==> config.mk <==
export PLATFORM = sky130hd
export DESIGN_NAME = obstacle_tracker
export DESIGN_NICKNAME = d
export VERILOG_FILES = /design/src/rtl/obstacle_tracker_pkg.sv /design/src/rtl/obstacle_slot.sv /design/src/rtl/obstacle_tracker.sv
export SDC_FILE = /design/constraint.sdc
export NUM_CORES = 1
export LEC_CHECK = 0
export BUFFER_PORTS_ARGS = -buffer_cell sky130_fd_sc_hd__buf_2
export CORE_MARGIN = 10
export CORE_UTILIZATION = 37
export CTS_BUF_LIST = sky130_fd_sc_hd__clkbuf_16
export DETAILED_ROUTE_END_ITERATION = 16
export PLACE_DENSITY = 0.58
export SLEW_MARGIN = 20
export SYNTH_ARGS = -nofsm -noshare
export SYNTH_HDL_FRONTEND = slang
export SYNTH_SLANG_ARGS = --single-unit
==> constraint.sdc <==
create_clock -name clk -period 3.9 [get_ports clk]
set_clock_uncertainty 0.05 [all_clocks]
set_input_delay 0.585 -clock clk [delete_from_list [all_inputs] [get_ports clk]]
set_output_delay 0.585 -clock clk [all_outputs]
set_load 0.01 [all_outputs]
==> src/rtl/obstacle_tracker_pkg.sv <==
// ---------------------------------------------------------------------------
// obstacle_tracker_pkg
//   Shared definitions for the obstacle tracker:
//     scan_state_t   - scan FSM state encoding (IDLE / SCAN / DONE)
//     DEF_START_X    - default x of a freshly spawned obstacle (right edge)
//     DEF_SPEED      - default pixels scrolled per move tick
//     DEF_MAX_Y      - default largest legal obstacle y
// ---------------------------------------------------------------------------
package obstacle_tracker_pkg;

  typedef enum logic [1:0] {
    IDLE = 2'd0,
    SCAN = 2'd1,
    DONE = 2'd2
  } scan_state_t;

  localparam logic [9:0] DEF_START_X = 10'd639;
  localparam logic [9:0] DEF_SPEED   = 10'd4;
  localparam logic [9:0] DEF_MAX_Y   = 10'd440;

endpackage

==> src/rtl/obstacle_slot.sv <==
// ---------------------------------------------------------------------------
// obstacle_slot
//   One obstacle register: active flag plus x/y position.
//   Ports:
//     clk, reset       - clock, asynchronous active-high reset
//     load             - occupy the slot with load_x/load_y (wins over move)
//     load_x, load_y   - position written on load
//     move             - scroll left by SPEED; expires instead of wrapping
//     active, x, y     - current slot contents
// ---------------------------------------------------------------------------
module obstacle_slot
  import obstacle_tracker_pkg::*;
#(
  parameter logic [9:0] SPEED = DEF_SPEED
) (
  input  logic       clk,
  input  logic       reset,
  input  logic       load,
  input  logic [9:0] load_x,
  input  logic [9:0] load_y,
  input  logic       move,
  output logic       active,
  output logic [9:0] x,
  output logic [9:0] y
);

  always_ff @(posedge clk or posedge reset) begin
    if (reset) begin
      active <= 1'b0;
      x      <= '0;
      y      <= '0;
    end else if (load) begin
      // Load is only issued to a free slot, so a simultaneous move never
      // touches the new obstacle: it starts exactly at load_x.
      active <= 1'b1;
      x      <= load_x;
      y      <= load_y;
    end else if (move && active) begin
      if (x >= SPEED) begin
        x <= x - SPEED;
      end else begin
        active <= 1'b0;
      end
    end
  end

endmodule

==> src/rtl/obstacle_tracker.sv <==
// ---------------------------------------------------------------------------
// obstacle_tracker
//   Holds NUM_SLOTS scrolling obstacles and lets a drawer enumerate them.
//   Ports:
//     clk, reset            - clock, asynchronous active-high reset
//     spawn, spawn_y        - spawn request and its y
//     move_tick             - scroll strobe
//     scan_start, obj_ready - drawer scan request / handshake
//     obj_valid/obj_x/obj_y - currently scanned obstacle
//     scan_done             - one-cycle pulse ending a scan
//     drop                  - one-cycle pulse, a spawn was discarded
//     active_count          - number of occupied slots
//   Build option: OBSTACLE_YCLAMP_EN clamps spawn_y to MAX_Y.
//   While a scan runs, slot state is frozen; spawn/tick are held one-deep
//   and applied in the first IDLE cycle.
// ---------------------------------------------------------------------------
module obstacle_tracker
  import obstacle_tracker_pkg::*;
#(
  parameter int         NUM_SLOTS = 4,
  parameter logic [9:0] START_X   = DEF_START_X,
  parameter logic [9:0] SPEED     = DEF_SPEED,
  parameter logic [9:0] MAX_Y     = DEF_MAX_Y
) (
  input  logic       clk,
  input  logic       reset,
  input  logic       spawn,
  input  logic [9:0] spawn_y,
  input  logic       move_tick,
  input  logic       scan_start,
  input  logic       obj_ready,
  output logic       obj_valid,
  output logic [9:0] obj_x,
  output logic [9:0] obj_y,
  output logic       scan_done,
  output logic       drop,
  output logic [3:0] active_count
);

  localparam int IDX_W = (NUM_SLOTS > 1) ? $clog2(NUM_SLOTS) : 1;

  scan_state_t          state_reg, state_next;
  logic [IDX_W-1:0]     idx_reg, idx_next;
  logic                 spawn_pend_reg, spawn_pend_next;
  logic                 tick_pend_reg, tick_pend_next;
  logic [9:0]           pend_y_reg, pend_y_next;
  logic                 drop_reg, drop_next;

  logic [NUM_SLOTS-1:0] slot_active;
  logic [9:0]           slot_x [NUM_SLOTS];
  logic [9:0]           slot_y [NUM_SLOTS];
  logic [NUM_SLOTS-1:0] load_vec;

  logic       is_idle, do_spawn, do_tick, all_full, free_found;
  logic [9:0] spawn_y_src, load_y;

  assign is_idle     = (state_reg == IDLE);
  // A pending spawn is older than a same-cycle input, so it is served first.
  assign do_spawn    = is_idle && (spawn || spawn_pend_reg);
  assign do_tick     = is_idle && (move_tick || tick_pend_reg);
  assign spawn_y_src = spawn_pend_reg ? pend_y_reg : spawn_y;
  assign all_full    = &slot_active;

`ifdef OBSTACLE_YCLAMP_EN
  assign load_y = (spawn_y_src > MAX_Y) ? MAX_Y : spawn_y_src;
`else
  assign load_y = spawn_y_src;
`endif

  // Lowest-index free slot gets the load.
  always_comb begin
    load_vec   = '0;
    free_found = 1'b0;
    for (int i = 0; i < NUM_SLOTS; i++) begin
      if (!slot_active[i] && !free_found) begin
        load_vec[i] = do_spawn;
        free_found  = 1'b1;
      end
    end
  end

  always_comb begin
    active_count = '0;
    for (int i = 0; i < NUM_SLOTS; i++) begin
      active_count = active_count + 4'(slot_active[i]);
    end
  end

  generate
    for (genvar gi = 0; gi < NUM_SLOTS; gi++) begin : g_slot
      obstacle_slot #(
        .SPEED (SPEED)
      ) u_slot (
        .clk    (clk),
        .reset  (reset),
        .load   (load_vec[gi]),
        .load_x (START_X),
        .load_y (load_y),
        .move   (do_tick),
        .active (slot_active[gi]),
        .x      (slot_x[gi]),
        .y      (slot_y[gi])
      );
    end
  endgenerate

  // Pending-event bookkeeping and drop generation.
  always_comb begin
    spawn_pend_next = spawn_pend_reg;
    tick_pend_next  = tick_pend_reg;
    pend_y_next     = pend_y_reg;
    drop_next       = 1'b0;
    if (is_idle) begin
      spawn_pend_next = 1'b0;
      tick_pend_next  = 1'b0;
      if (spawn_pend_reg && spawn) drop_next = 1'b1;
      if (do_spawn && all_full)    drop_next = 1'b1;
    end else begin
      if (spawn) begin
        if (spawn_pend_reg) begin
          drop_next = 1'b1;
        end else begin
          spawn_pend_next = 1'b1;
          pend_y_next     = spawn_y;
        end
      end
      if (move_tick) tick_pend_next = 1'b1;
    end
  end

  // Scan FSM next state and outputs.
  always_comb begin
    state_next = state_reg;
    idx_next   = idx_reg;
    obj_valid  = 1'b0;
    scan_done  = 1'b0;
    case (state_reg)
      IDLE: begin
        if (scan_start) begin
          state_next = SCAN;
          idx_next   = '0;
        end
      end
      SCAN: begin
        obj_valid = slot_active[idx_reg];
        if (!slot_active[idx_reg] || obj_ready) begin
          if (idx_reg == IDX_W'(NUM_SLOTS - 1)) begin
            state_next = DONE;
          end else begin
            idx_next = idx_reg + 1'b1;
          end
        end
      end
      DONE: begin
        scan_done  = 1'b1;
        state_next = IDLE;
      end
      default: state_next = IDLE;
    endcase
  end

  // Slot contents cannot change during SCAN, so the muxed position is stable
  // for as long as obj_valid is held.
  assign obj_x = obj_valid ? slot_x[idx_reg] : '0;
  assign obj_y = obj_valid ? slot_y[idx_reg] : '0;
  assign drop  = drop_reg;

  always_ff @(posedge clk or posedge reset) begin
    if (reset) begin
      state_reg      <= IDLE;
      idx_reg        <= '0;
      spawn_pend_reg <= 1'b0;
      tick_pend_reg  <= 1'b0;
      pend_y_reg     <= '0;
      drop_reg       <= 1'b0;
    end else begin
      state_reg      <= state_next;
      idx_reg        <= idx_next;
      spawn_pend_reg <= spawn_pend_next;
      tick_pend_reg  <= tick_pend_next;
      pend_y_reg     <= pend_y_next;
      drop_reg       <= drop_next;
    end
  end

endmodule

==> results_dict.tcl, run 1 <==
set metrics [dict create \
    drv_slew 0 \
    sequentialPowerShare 0.388 \
    cts.sinks 97 \
    io_pins 43 \
    ir_drop_mv 0.259 \
    vias_per_cell 5.43 \
    clockPowerShare 0.185 \
    die_h_um 138 \
    n_antenna_cell 0 \
    antenna_found_initial 0 \
    grt_pass1_wl_um 20800 \
    gp_congestion 0.835 \
    io_buffers 41 \
    critPathMaxStageDelay_ns 0.65 \
    clk_pin_slew_worst_paths_ns 0.07 \
    syn_area_per_cell_um2 10.3 \
    grt_max_degree 41 \
    fin_cells 718 \
    largest_reg_flops 40 \
    outcome "finished, final reports clean" \
    nets 563 \
    dp_cells 702 \
    cts_buffers 9 \
    die_area_um2 19100 \
    synth_nets 534 \
    dpl_cell_area_um2 5530 \
    setup_viol_count_final 0 \
    p_switching_w 0.00199 \
    core_um2 13800 \
    syn-cell-area_um2 5180 \
    fmax_mhz 324 \
    ys_ff_latch 97 \
    cts.path.max_buffers 2 \
    cts_resized 0 \
    ctsHoldBuffers 0 \
    synthFlopType "dfrtp_1" \
    clk_latency_ns 0.35 \
    yosysWarnings 0 \
    grt_usage 0.133 \
    die_x_um 138 \
    rsz0062_at_grt "no" \
    drc 0 \
    drive_gt1_frac 0.195 \
    syn_inst 504 \
    critPathArrivalTime_ns 2.45 \
    cp_max_fo 20 \
    slew_headroom 0.298 \
    cp_slowest_cell "dfrtp_1" \
    yosysSeqAreaShare 0.468 \
    drt_wl_total_um 12600 \
    p_int_w 0.00296 \
    max_cap_violations 0 \
    first_iter_violations 262 \
    areaGrowthSynthToFinish_pct 12.5 \
    postCtsSetupRepairBufs 0 \
    start_util 0.375 \
    synth_cell_type_count 53 \
    cp_num_buf_inv 1 \
    fin_crit_ns 3.08 \
    start_kind "flop" \
    switching_share 0.403 \
    worst_slew_pin_slew_ns 1.05 \
    synth_edf_count 0 \
    setup_tns_ns 0 \
    synthArstFlopShare 1.00 \
    cp-end-kind "primary output" \
    antenna_violating_nets_post_route 0 \
    final_area_um2 5830 \
    combPwrFrac 0.427 \
    htree_num_levels 3 \
    cp.required_ns 3.26 \
    dr.pass1.iters 4 \
    grt_overflow 0 \
    worstSetupPathType "reg2out" \
    hold_violations 0 \
    grt_pass1_vias 3948 \
    cp_top_family "simple AND/OR/NAND/NOR gates" \
    cts_tree "done" \
    cts-root-buf "clkbuf_16" \
    core.rowCount 43 \
    cp_cell_sequence "mux4_2, nand3b_1, nor2b_1, buf_2" \
    fillers 1312 \
    vias 3900 \
    holdCritPathClass "in2async" \
    fin_crit_sh 0.791 \
    dpl.hpwl_um 9000 \
    power_density_nw_per_um2 848 \
    power_leakage_nw 2.47 \
    wl_per_cell_um 17.6 \
]
-- worst paths after layout --
kind / from / end / slack, ns / cells after the start
min in group clk: g_slot[1].u_slot.y[0] / g_slot[1].u_slot.y[0] / 0.43 / 2
worst max-delay path: idx_reg[0] / obj_x[1] / 0.82 / 4
worst min register to register: g_slot[1].u_slot.y[0] / g_slot[1].u_slot.y[0] / 0.43 / 2
worst min-delay path: reset / pend_y_reg[2] / 0.13 / 2
worst max register to register: state_reg[0] / g_slot[1].u_slot.x[9] / 1.22 / 5
max in group asynchronous: reset / pend_y_reg[4] / 2.87 / 3
-- metrics by stage --
step | total power, W | utilization | setup slack, ns | hold WS, ns
detailed placement | 0.00409 | 0.400 | 1.12 | 0.419
floorplan | 0.00338 | - | 0.731 | 0.395
CTS | 0.00501 | 0.422 | 0.744 | 0.137
global route | 0.00534 | 0.422 | 0.519 | 0.153
global placement | 0.00400 | 0.400 | 1.21 | 0.407
finish | 0.00495 | 0.422 | 0.815 | 0.129
-- layout by cell type, fill, tap and decap left out, drive strengths merged, types with 10 or more instances in the layout --
cell    Yosys  routed
nor2       42      42
nand2b     10      10
o21ai      50      50
nor2b      22      22
or4        13      13
mux4       20      20
buf        15      48
inv        17      21
ha         13      13
nand2      41      41
a21oi      34      34
nand3      12      12
dfrtp      97      97
mux2i      20      20
-- area by class of cell --
type	count	area [um2]	area share
Clock buffer	9	225	0.0386
Sequential cell	97	2430	0.416
Timing Repair Buffer	48	258	0.0442
Multi-Input combinational cell	360	2550	0.438
Tap cell	180	225	0.0386
Clock inverter	7	78.8	0.0135
Inverter	17	66.3	0.0114
-- power by group through the flow --
stage	logic [W]	registers, W	clock network, W
floorplan	0.00166	0.00171	0
global placement	0.00209	0.00192	0
detailed placement	0.00215	0.00194	0
CTS	0.00216	0.00192	0.000929
global route	0.00237	0.00200	0.000972
finish	0.00211	0.00192	0.000913
-- cells in the mapped netlist, types with 2 or more instances --
| cell | n | area, um2 |
|---|---|---|
| dfrtp_1 | 97 | 2430 |
| o21ai_0 | 45 | 225 |
| nor2_1 | 42 | 158 |
| nand2_1 | 41 | 154 |
| a21oi_1 | 34 | 170 |
| nor2b_1 | 22 | 138 |
| mux2i_1 | 20 | 200 |
| mux4_2 | 20 | 450 |
| inv_1 | 17 | 63.8 |
| clkbuf_1 | 15 | 56.3 |
| ha_1 | 13 | 163 |
| nand3_1 | 12 | 60.1 |
| buf_2 | 10 | 50.1 |
| nand2b_1 | 10 | 62.6 |
| or4_1 | 9 | 67.6 |
| nor3_1 | 8 | 40.0 |
| or3_1 | 8 | 50.1 |
| a31oi_1 | 6 | 37.5 |
| nand4_1 | 6 | 37.5 |
| nor4_1 | 6 | 37.5 |
| or2_2 | 6 | 37.5 |
| and3_1 | 5 | 31.3 |
| o21ai_1 | 5 | 25.0 |
| and4_1 | 4 | 35.0 |
| o31ai_1 | 4 | 30.0 |
| or4_4 | 4 | 45.0 |
| nand3b_1 | 3 | 22.5 |
| nor4_2 | 3 | 37.5 |
| buf_1 | 2 | 7.51 |
| buf_4 | 2 | 15.0 |
| nor3b_1 | 2 | 15.0 |
| or4b_2 | 2 | 20.0 |
-- per-layer routing --
layer / vias to the layer above / part of all wire / global-route usage
li1: 1880 / - / -
met1: 1911 / 0.45 / 0.171
met2: 93 / 0.48 / 0.214
met3: 16 / 0.042 / 0.0168
met4: 0 / 0.023 / 0.0655
met5: - / 0 / 0
-- kinds of logic (layout without fill, tap and decap cells) --
family,Yosys count,in the layout,synth area share
DFF,97,97,0.468
AOI/OAI and AO/OA,102,102,0.108
adders and majority gates,14,14,0.0352
buffers and inverters,47,81,0.0393
and+or+nand+nor,202,202,0.221
muxes,41,41,0.128
other,1,1,0.000723
Power figures use the tool's default switching activity.
==> inputs of run 2 (changes only) <==
==> constraint.sdc (replaced) <==
create_clock -name clk -period 3 [get_ports clk]
set_clock_uncertainty 0.05 [all_clocks]
set_input_delay 0.45 -clock clk [delete_from_list [all_inputs] [get_ports clk]]
set_output_delay 0.45 -clock clk [all_outputs]
set_load 0.01 [all_outputs]
==> run 2 against run 1 <==
Compared with the run above:
- hold slack improved by 0.074 ns
- critical path depth increased by 2
- clock power increased by 29%
- core utilization increased by 0.49 points
- first-iteration DRC count increased by 16%
- flip-flop and latch count unchanged
- sequential share of layout area decreased by 0.48 points
- setup slack got worse by 0.43 ns
- power increased by 32%
- critical path type unchanged
- largest power group unchanged
==> results_dict.tcl, run 2 (synthesis gave the netlist of run 1 again) <==
set metrics [dict create \
    outcome "finished, final reports clean" \
    fmax_mhz 383 \
    cts_resized 0 \
    met3_usage 0.0151 \
    grt.busiest_layer "met2" \
    holdCritPathClass "in2async" \
    cts.path.max_buffers 2 \
    fin_crit_sh 0.871 \
    worstSetupPathType "reg2out" \
    hold_violations 0 \
    cts_buffers 9 \
    clk_pin_slew_worst_paths_ns 0.07 \
    grt_pass1_vias 3915 \
    rsz0062_at_grt "no" \
    start_kind "flop" \
    vias_per_cell 5.46 \
    die_x_um 138 \
    cts_tree "done" \
    io_buffers 41 \
    grt_max_degree 38 \
    drive_gt1_frac 0.204 \
    largest_reg_flops 40 \
    wl_per_cell_um 17.8 \
    setup_viol_count_final 0 \
    core_um2 13800 \
    postLayoutCoreUtil 0.427 \
    worst_slew_pin_slew_ns 0.885 \
    cp.required_ns 2.50 \
    die_area_um2 19100 \
    first_iter_violations 305 \
    ctsHoldBuffers 0 \
    gp_congestion 0.849 \
    antenna_found_initial 0 \
    slew_headroom 0.410 \
    fillers 1317 \
    setup_tns_ns 0 \
    mostFrequentLayoutCell "dfrtp_1" \
    power_leakage_nw 2.50 \
    postCtsSetupRepairBufs 0 \
    drc 0 \
    areaGrowthSynthToFinish_pct 13.8 \
    vias 3954 \
    grt_pass1_wl_um 21300 \
    cts-root-buf "clkbuf_16" \
    grt_overflow 0 \
    reg2reg_depth 4 \
    htree_num_levels 3 \
    critPathArrivalTime_ns 2.11 \
    drv_slew 0 \
    grt_usage 0.136 \
    ir_drop_mv 0.328 \
    power_density_nw_per_um2 1110 \
    drt_wl_total_um 12900 \
    dp_cells 708 \
    antenna_violating_nets_post_route 0 \
    fin_crit_ns 2.61 \
    core.rowCount 43 \
    cp_max_fo 8 \
    grt_use_met1 0.181 \
    fin_cells 724 \
    dpl.hpwl_um 9300 \
    nets 569 \
    n_antenna_cell 0 \
    cp-end-kind "primary output" \
    final_cell_mix "97 x dfrtp_1, 45 x o21ai_0, 42 x nor2_1, 41 x nand2_1, 41 x buf_2" \
    io_pins 43 \
    clk_latency_ns 0.35 \
    max_cap_violations 0 \
    start_util 0.375 \
    dr.pass1.iters 5 \
    die_h_um 138 \
    cts.sinks 97 \
    grt_use_met2 0.223 \
]
run 2: final cells by class:
type	instances	area [um2]	area share
Timing Repair Buffer	54	328	0.0555
Clock buffer	9	225	0.0382
Tap cell	180	225	0.0382
Sequential cell	97	2430	0.411
Multi-Input combinational cell	360	2550	0.433
Inverter	17	67.6	0.0114
Clock inverter	7	75.1	0.0127
run 2: final timing paths:
path                                         start                     to  slack [ns]
max                        g_slot[1].u_slot.active        active_count[1]        0.39
min                                          reset  g_slot[2].u_slot.y[2]        0.20
max reg2reg                           state_reg[0]  g_slot[3].u_slot.y[7]        0.76
min reg2reg                          pend_y_reg[3]          pend_y_reg[3]        0.43
max in group asynchronous                    reset  g_slot[3].u_slot.y[8]        1.88
min in group clk                             spawn                   drop        0.35
run 2: power by group:
part / internal [W] / switching [W] / total [W]
clock network: 0.000654 / 0.000526 / 0.00118
logic: 0.00137 / 0.00155 / 0.00292
registers: 0.00189 / 0.000534 / 0.00243
run 2: per-layer routing:
layer  wire length (um)  vias up
met3                408       10
li1                   -     1888
met4                131        0
met2               6320       80
met1               6050     1976
met5                  0        -
run 2: critical path, stage by stage, from the launching register on:
cell	delay [ns]
dfrtp_1	0.47
inv_1	0.14
fa_1	0.52
inv_1	0.05
ha_1	0.19
ha_1	0.26
buf_2	0.14
run 2: metrics by stage:
stage / setup slack, ns / hold WS, ns / cell area, um2 / total power (W)
after floorplan: 0.695 / 0.395 / 5190 / 0.00439
after global placement: 0.774 / 0.407 / 5600 / 0.00531
after detailed placement: 0.735 / 0.419 / 5600 / 0.00540
after CTS: 0.376 / 0.238 / 5900 / 0.00659
after global routing: 0.280 / 0.292 / 5900 / 0.00703
final: 0.388 / 0.203 / 5900 / 0.00653
==> inputs of run 3 (changes only) <==
--- a/config.mk
+++ b/config.mk
@@ -8,7 +8,7 @@
 export BUFFER_PORTS_ARGS = -buffer_cell sky130_fd_sc_hd__buf_2
 export CORE_MARGIN = 10
 export CORE_UTILIZATION = 37
-export CTS_BUF_LIST = sky130_fd_sc_hd__clkbuf_16
+export CTS_BUF_LIST = sky130_fd_sc_hd__clkbuf_8
 export DETAILED_ROUTE_END_ITERATION = 16
 export PLACE_DENSITY = 0.58
 export SLEW_MARGIN = 20
==> run 3 against run 2 <==
Compared with the run above:
- cell area is 1.5% lower
- non-clock buffer count stayed put
- sequential power hardly changed
- via count hardly changed
- wire length is 0.38% lower
- register-to-register slack hardly changed
- first-iteration DRC count is 0.98% higher
- hold slack worse by 0.026 ns
- highest routed layer unchanged
==> results_dict.tcl, run 3 (synthesis gave the netlist of run 1 again) <==
set metrics [dict create \
    reg2reg_slack_ns 0.75 \
    r2r_start "state_reg[0]" \
    critPathMaxStageDelay_ns 0.52 \
    worstReg2RegEnd "g_slot[3].u_slot.y[7]" \
    start_util 0.375 \
    cts.path.max_buffers 2 \
    cp_cell_sequence "inv_1, fa_1, inv_1, ha_1, ha_1, buf_2" \
    slew_headroom 0.404 \
    largest_reg_flops 40 \
    antenna_violating_nets_post_route 0 \
    fin_crit_sh 0.880 \
    vias 3952 \
    grt_usage 0.135 \
    wl_per_cell_um 17.8 \
    grt_pass1_vias 3904 \
    cts_tree "done" \
    cp-end-kind "primary output" \
    antenna_found_initial 0 \
    cts-root-buf "clkbuf_8" \
    cts.sinks 97 \
    rsz0062_at_grt "no" \
    outcome "finished, final reports clean" \
    core.rowCount 43 \
    hold_violations 0 \
    grt_overflow 0 \
    drive_gt1_frac 0.206 \
    cts_buffers 9 \
    postLayoutCoreUtil 0.420 \
    ctsHoldBuffers 0 \
    grt_pass1_wl_um 21300 \
    power_leakage_nw 2.46 \
    n_antenna_cell 0 \
    drt-met1-wl_um 5970 \
    htree_num_levels 3 \
    drv_slew 0 \
    max_cap_violations 0 \
    die_x_um 138 \
    die_h_um 138 \
    highest_layer "met4" \
    drt_wl_total_um 12900 \
    clk_latency_ns 0.37 \
    dr.pass1.iters 5 \
    drc 0 \
    io_buffers 41 \
    grt_max_degree 38 \
    power_density_nw_per_um2 1080 \
    cp.required_ns 2.50 \
    die_area_um2 19100 \
    reg2reg_depth 4 \
    holdCritPathClass "in2async" \
    nets 569 \
    routed-wl-met2_um 6330 \
    fin_crit_ns 2.64 \
    mostFrequentLayoutCell "dfrtp_1" \
    postCtsSetupRepairBufs 0 \
    gp_congestion 0.849 \
    areaGrowthSynthToFinish_pct 12.1 \
    worst_slew_pin_slew_ns 0.894 \
    critPathArrivalTime_ns 2.14 \
    start_kind "flop" \
    cp_max_fo 8 \
    worstSetupPathType "reg2out" \
    dpl.hpwl_um 9300 \
    cp_slowest_cell "fa_1" \
    fmax_mhz 379 \
    first_iter_violations 308 \
    cts_resized 0 \
    setup_viol_count_final 0 \
    setup_tns_ns 0 \
    vias_per_cell 5.46 \
    final_cell_mix "97 x dfrtp_1, 45 x o21ai_0, 42 x nor2_1, 41 x nand2_1, 41 x buf_2" \
    ir_drop_mv 0.311 \
    core_um2 13800 \
    io_pins 43 \
    dr_wl_met3_um 439 \
    clk_pin_slew_worst_paths_ns 0.10 \
]
[run 3: changes by cell type in the layout (fill, tap and decap cells not counted)]
cell	before	now
clkbuf_16	9	0
clkbuf_8	0	10
clkinv_1	1	0
[run 3: critical path, delay by kind of cell (launching register included)]
family / cells / cell delay [ns]
fa+ha+maj: 3 / 0.97
flops: 1 / 0.47
buf+inv: 3 / 0.32
[run 3: cell type report]
type / count / area (um2)
clock buffer: 10 / 138
clock inverter: 6 / 71.3
fill: 1326 / 8020
inverter: 17 / 67.6
multi-input combinational: 360 / 2550
sequential: 97 / 2430
tap: 180 / 225
timing repair buffer: 54 / 328
[run 3: worst max path at each step]
stage                       startpoint                     to  depth (start not counted)
3_3_place_gp   g_slot[0].u_slot.active        active_count[1]                          6
6_report       g_slot[1].u_slot.active        active_count[1]                          6
3_5_place_dp              state_reg[0]  g_slot[3].u_slot.y[7]                          4
5_1_grt        g_slot[1].u_slot.active        active_count[1]                          6
2_1_floorplan               idx_reg[1]               obj_x[1]                          6
4_1_cts        g_slot[1].u_slot.active        active_count[1]                          6
[run 3: routing by layer]
| layer | up-vias | GRT usage |
|---|---|---|
| met2 | 66 | 0.223 |
| met1 | 1996 | 0.180 |
| met4 | 0 | 0.0388 |
| met3 | 7 | 0.0202 |
| li1 | 1883 | - |
| met5 | - | 0 |
[run 3: power breakdown]
group | leakage (nW) | switching [W] | internal [W]
Combinational | 1.22 | 0.00155 | 0.00137
Sequential | 1.13 | 0.000532 | 0.00189
Clock | 0.105 | 0.000499 | 0.000419
Total | 2.46 | 0.00258 | 0.00368
[run 3: through the flow]
step	std cells	hold slack, ns	area (um2)	setup slack (ns)	total power [W]
3_5_place_dp	708	0.419	5600	0.735	0.00540
2_1_floorplan	504	0.395	5190	0.695	0.00439
6_report	724	0.177	5810	0.360	0.00626
3_3_place_gp	708	0.407	5600	0.774	0.00531
5_1_grt	724	0.245	5810	0.219	0.00676
4_1_cts	724	0.197	5810	0.328	0.00632
